## config.mk

```make
export PLATFORM = sky130hd
export DESIGN_NAME = adxl345_poll_sequencer
export DESIGN_NICKNAME = d
export VERILOG_FILES = /design/src/rtl/adxl345_poll_sequencer.sv
export SDC_FILE = /design/constraint.sdc
export NUM_CORES = 1
export LEC_CHECK = 0
export CAP_MARGIN = 20
export CORE_MARGIN = 2
export CORE_UTILIZATION = 45
export DETAILED_ROUTE_END_ITERATION = 8
export DONT_BUFFER_PORTS = 1
export GPL_ROUTABILITY_DRIVEN = 0
export PLACE_DENSITY = 0.56
export REMOVE_ABC_BUFFERS = 1
export SLEW_MARGIN = 15
export SYNTH_ARGS = -nofsm -noshare
export SYNTH_HDL_FRONTEND = slang
export SYNTH_SLANG_ARGS = --single-unit
```

## constraint.sdc

```tcl
create_clock -name aclk -period 4.5 [get_ports aclk]
set_input_delay 0.9 -clock aclk [delete_from_list [all_inputs] [get_ports aclk]]
set_output_delay 0.9 -clock aclk [all_outputs]
set_load 0.01 [all_outputs]
```

## src/rtl/adxl345_poll_sequencer.sv

```systemverilog
`default_nettype none
// +----------------------------------------------------------------------------+
// | adxl345_poll_sequencer: periodic/one-shot X/Y/Z burst-read command engine    |
// | Revision: 1.0                                                               |
// +----------------------------------------------------------------------------+
module adxl345_poll_sequencer #(
    parameter logic [31:0] DEFAULT_REQUEST_INTERVAL = 32'd10000,
    parameter logic [7:0]  DEFAULT_I2C_ADDRESS      = 8'hA6,
    parameter int          TIMEOUT_CYCLES           = 100000
) (
    input  logic        aclk,
    input  logic        aresetn,
    input  logic        enable,
    input  logic        single_request,
    input  logic [31:0] request_interval,
    input  logic [7:0]  i2c_address,
    output logic [7:0]  m_axis_tdata,
    output logic        m_axis_tvalid,
    output logic        m_axis_tlast,
    input  logic        m_axis_tready,
    input  logic [7:0]  s_axis_tdata,
    input  logic        s_axis_tvalid,
    input  logic        s_axis_tlast,
    output logic        s_axis_tready,
    output logic [15:0] data_x,
    output logic [15:0] data_y,
    output logic [15:0] data_z,
    output logic        data_valid,
    output logic        busy,
    output logic        error,
    output logic [31:0] poll_count
);

    typedef enum logic [2:0] {
        S_IDLE     = 3'd0,
        S_TX_WADDR = 3'd1,
        S_TX_REG   = 3'd2,
        S_TX_RADDR = 3'd3,
        S_TX_LEN   = 3'd4,
        S_RX_DATA  = 3'd5,
        S_PUBLISH  = 3'd6
    } state_t;

    localparam logic [31:0] c_timeout_last = 32'(TIMEOUT_CYCLES - 1);

    state_t          r_state;
    logic [31:0]     r_timer;
    logic [31:0]     r_timeout;
    logic            r_pending;
    logic            r_pending_sw;
    logic [6:0]      r_addr7;
    logic [2:0]      r_idx;
    logic [4:0][7:0] r_buf;

    logic [31:0]     w_intv;
    logic [6:0]      w_addr7;
    logic            w_tick;
    logic            w_take;

    assign w_intv  = (request_interval == 32'd0) ? DEFAULT_REQUEST_INTERVAL : request_interval;
    assign w_addr7 = (i2c_address == 8'd0) ? DEFAULT_I2C_ADDRESS[7:1] : i2c_address[7:1];
    // >= rather than == so a shrinking interval fires on the next cycle
    assign w_tick  = enable && (r_timer >= (w_intv - 32'd1));
    assign w_take  = (r_state == S_IDLE) && r_pending;

    // A software request survives enable=0; a timer-sourced request does not.
    always_ff @(posedge aclk or negedge aresetn) begin
        if (!aresetn) begin
            r_timer      <= 32'd0;
            r_pending    <= 1'b0;
            r_pending_sw <= 1'b0;
        end else begin
            if (!enable || w_tick)
                r_timer <= 32'd0;
            else
                r_timer <= r_timer + 32'd1;

            if (single_request)
                r_pending_sw <= 1'b1;
            else if (w_take)
                r_pending_sw <= 1'b0;

            if (w_tick || single_request)
                r_pending <= 1'b1;
            else if (w_take)
                r_pending <= 1'b0;
            else if (!enable && !r_pending_sw)
                r_pending <= 1'b0;
        end
    end

    always_ff @(posedge aclk or negedge aresetn) begin
        if (!aresetn) begin
            r_state       <= S_IDLE;
            r_timeout     <= 32'd0;
            r_addr7       <= 7'd0;
            r_idx         <= 3'd0;
            r_buf         <= '0;
            m_axis_tdata  <= 8'd0;
            m_axis_tvalid <= 1'b0;
            m_axis_tlast  <= 1'b0;
            s_axis_tready <= 1'b0;
            data_x        <= 16'd0;
            data_y        <= 16'd0;
            data_z        <= 16'd0;
            data_valid    <= 1'b0;
            busy          <= 1'b0;
            error         <= 1'b0;
            poll_count    <= 32'd0;
        end else begin
            s_axis_tready <= 1'b1;
            data_valid    <= 1'b0;
            error         <= 1'b0;
            case (r_state)
                S_IDLE: begin
                    if (r_pending) begin
                        r_addr7       <= w_addr7;
                        m_axis_tdata  <= {w_addr7, 1'b0};
                        m_axis_tlast  <= 1'b0;
                        m_axis_tvalid <= 1'b1;
                        busy          <= 1'b1;
                        r_state       <= S_TX_WADDR;
                    end
                end
                S_TX_WADDR: begin
                    if (m_axis_tready) begin
                        m_axis_tdata <= 8'h32;
                        m_axis_tlast <= 1'b1;
                        r_state      <= S_TX_REG;
                    end
                end
                S_TX_REG: begin
                    if (m_axis_tready) begin
                        m_axis_tdata <= {r_addr7, 1'b1};
                        m_axis_tlast <= 1'b0;
                        r_state      <= S_TX_RADDR;
                    end
                end
                S_TX_RADDR: begin
                    if (m_axis_tready) begin
                        m_axis_tdata <= 8'd6;
                        m_axis_tlast <= 1'b1;
                        r_state      <= S_TX_LEN;
                    end
                end
                S_TX_LEN: begin
                    if (m_axis_tready) begin
                        m_axis_tvalid <= 1'b0;
                        m_axis_tlast  <= 1'b0;
                        m_axis_tdata  <= 8'd0;
                        r_idx         <= 3'd0;
                        r_timeout     <= 32'd0;
                        r_state       <= S_RX_DATA;
                    end
                end
                S_RX_DATA: begin
                    r_timeout <= r_timeout + 32'd1;
                    if (s_axis_tvalid) begin
                        if (r_idx == 3'd5) begin
                            if (s_axis_tlast) begin
                                // publish straight from the final byte to save a cycle
                                data_x     <= {r_buf[1], r_buf[0]};
                                data_y     <= {r_buf[3], r_buf[2]};
                                data_z     <= {s_axis_tdata, r_buf[4]};
                                data_valid <= 1'b1;
                                poll_count <= poll_count + 32'd1;
                                r_state    <= S_PUBLISH;
                            end else begin
                                error   <= 1'b1;
                                busy    <= 1'b0;
                                r_state <= S_IDLE;
                            end
                        end else if (s_axis_tlast) begin
                            error   <= 1'b1;
                            busy    <= 1'b0;
                            r_state <= S_IDLE;
                        end else begin
                            r_buf[r_idx] <= s_axis_tdata;
                            r_idx        <= r_idx + 3'd1;
                        end
                    end else if (r_timeout == c_timeout_last) begin
                        error   <= 1'b1;
                        busy    <= 1'b0;
                        r_state <= S_IDLE;
                    end
                end
                S_PUBLISH: begin
                    busy    <= 1'b0;
                    r_state <= S_IDLE;
                end
                default: begin
                    busy    <= 1'b0;
                    r_state <= S_IDLE;
                end
            endcase
        end
    end

endmodule
`default_nettype wire

```

==> run metrics <==
Power Density=443 nW/um2; Crit-path slowest cell=or4_4; Synth Flop Type=dfrtp_1; postcts setup bufs=0; Post-synth ARST share=100%; clock sinks=213; chip width=157 um; internal power=3760 uW; area leader, netlist=dfrtp_1; Wirelength per Cell=16.9 um; placed cell count=1366; Net Switching=1440 uW; Clock Latency Late Sink=0.51 ns; via/cell ratio=5.36; total power=5200 uW; number of routed nets with antenna violations=0; initial antenna violation count=0; Detail Placement HPWL=16.0 mm; Core Rows=55; final hold vios=0; share of Yosys cell area claimed by the top area cell type=50.8%; synth-to-layout area growth=12.1%; Overflow after GRT=0; EDFF count, synth=0; Multi-input gate area=4980 um2; most frequent cells in the layout=nand2_1 (230), dfrtp_1 (213), nor2_1 (83); RSZ-0062 raised after global routing=no; min-delay worst type=in2async; Max Buffers Root-to-Sink=3; synthesized instance count=1071; largest net degree at the start of global routing=214; Port Buffers=0; sequential share of power=47.6%; FMAX=245 MHz; Die Area=24500 um2; actual slew at the worst max-slew pin=0.942 ns; GRT Total Usage=19.7%; mean post-synth cell area=9.79 um2; Antenna diodes=0; status=finished clean; Worst Clk Skew=0.00820 ns; vias in the first global route=7398; Synth Register Bits=213; maximum vdd drop=0.000208 V; clock buffer count from CTS=24; fin. max-slew vios=0; Yosys warnings=0; Gate power share=12.4%; Finished Layout Cells=1410; num ports=149; drt first pass iters=4; final setup violating endpoints=0; post_cts resized=0; Area contributors post-synth=dfrtp_1 (51%), nand2_1 (8.2%), xnor2_1 (4.8%); crit path launch type=input port; Final Cycle Share=90.7%; count of cell types in the netlist=54; DR iter-0 viols=534; Post-Syn Area=10500 um2; Crit Path Class=in2reg; cts hold-fix bufs=0; worst rel slew slack=37.0%; Worst Setup End Kind=register; most common cell after layout, fill and taps aside=nand2_1; Worst-path clk slew=0.06 ns; Initial Util=46.0%; via count=7555; Net Sw Frac=27.7%; sequential area share after synthesis=50.8%; core area=22800 um2; Die Height=157 um; number of max-cap violations=0; DRC=0; CP cell instances=or4_4, buf_4, nor4_1, buf_4, nand3_1, nor3_1, nand2_1, xor2_1, ha_1, nand4_1, nor2_1, a221o_1, a211o_1, a211o_1, buf_12, nor2_1; layout cells sized above 1=10.7%; htree depth=1; Register Area=5330 um2; CP max stage delay=0.51 ns; nets=1175; clock share of power=39.9%; crit path DAT=4.52 ns; CTS tree=done; maximum fanout along the worst path=32; Critical Path RT=4.94 ns; Total Routed Length=23.9 mm; first-pass GRT wire length=39.2 mm; Tmin final=4.08 ns; leakage=0.00548 uW; layout filler cell count=2113; clk root buf=clkbuf_16; Final TNS setup=0 ns
==> stage by stage <==
stage                     hold slack, ns  utilization (%)  worst slack [ns]  instance area, um2
after floorplan                    0.433                -            0.0478               10400
after global placement             0.445             47.7           -0.0259               10900
after detailed placement           0.446             47.8           -0.0610               10900
after CTS                         0.0669             51.5             0.460               11700
after global routing              0.0718             51.6             0.173               11800
final                             0.0992             51.6             0.418               11800
==> power groups by stage <==
stage | sequential (uW) | combinational [uW] | clock, uW
6_report | 2480 | 647 | 2080
5_1_grt | 2530 | 757 | 2210
2_1_floorplan | 2420 | 515 | 0
3_3_place_gp | 2500 | 630 | 0
4_1_cts | 2470 | 652 | 2130
3_5_place_dp | 2500 | 653 | 0
==> area by class of cell <==
class | instances | share of cell area, %
multi-input combinational | 810 | 42.4
timing repair buffer | 16 | 1.19
tap | 313 | 3.33
clock inverter | 10 | 1.09
clock buffer | 33 | 6.18
sequential | 213 | 45.4
inverter | 15 | 0.479
==> routing by layer <==
metal  vias to the layer above  wire, um  share of wire (%)  GRT usage [%]
li1                       3730         -                  -              -
met5                         -         0                  0              0
met2                       141     10700                 45           30.7
met3                        27      1120                4.7           3.82
met1                      3657     11600                 49           28.7
met4                         0       389                1.6           3.71
==> critical path, delay by kind of cell <==
family          cells  cell delay, ns
compound gates      3            0.85
xor+xnor            1            0.15
fa+ha+maj           1            0.30
buf+inv             3            0.53
simple gates        8            1.78
==> synth_stat cells, drive strengths merged, types with 8 or more instances <==
| master | instances |
|---|---|
| and2 | 9 |
| nand3 | 64 |
| xnor2 | 58 |
| xor2 | 33 |
| o211ai | 8 |
| and3 | 20 |
| nor4 | 16 |
| nand2 | 230 |
| dfrtp | 213 |
| inv | 15 |
| or4 | 13 |
| mux2 | 41 |
| and4 | 8 |
| nor3 | 24 |
| clkbuf | 28 |
| nor2 | 83 |
| ha | 40 |
| nand4 | 30 |
| a21oi | 24 |
| o21ai | 46 |
==> final timing paths <==
kind	cells after the start	slack [ns]	endpoint	from
setup / recovery	16	0.42	r_timer[4]	request_interval[0]
hold / removal	0	0.1	r_timeout[2]	aresetn
setup reg to reg	4	1.26	r_buf[2]	r_state[2]
hold reg to reg	2	0.46	data_y[14]	r_buf[30]
max in group asynchronous	0	3.94	r_timeout[4]	aresetn
min in group aclk	2	0.46	data_y[14]	r_buf[30]
==> sequential cells by signal, indices dropped and copies added, names as in the netlist, 3 cells and up <==
register	flops
r_timer	32
poll_count	32
data_x	16
r_addr7	7
data_z	16
r_state	3
r_buf	40
r_idx	3
r_timeout	32
m_axis_tdata	8
data_y	16
==> cell families after synthesis <==
kind of cell / synth area share [%]
muxes: 4.98
xor gates and xnor gates: 7.60
buffers and inverters: 1.81
and+or+nand+nor: 23.8
adders and majority gates: 4.77
AOI/OAI and AO/OA: 6.20
DFF: 50.8
other: 0.0358
Power figures use the tool's default switching activity.
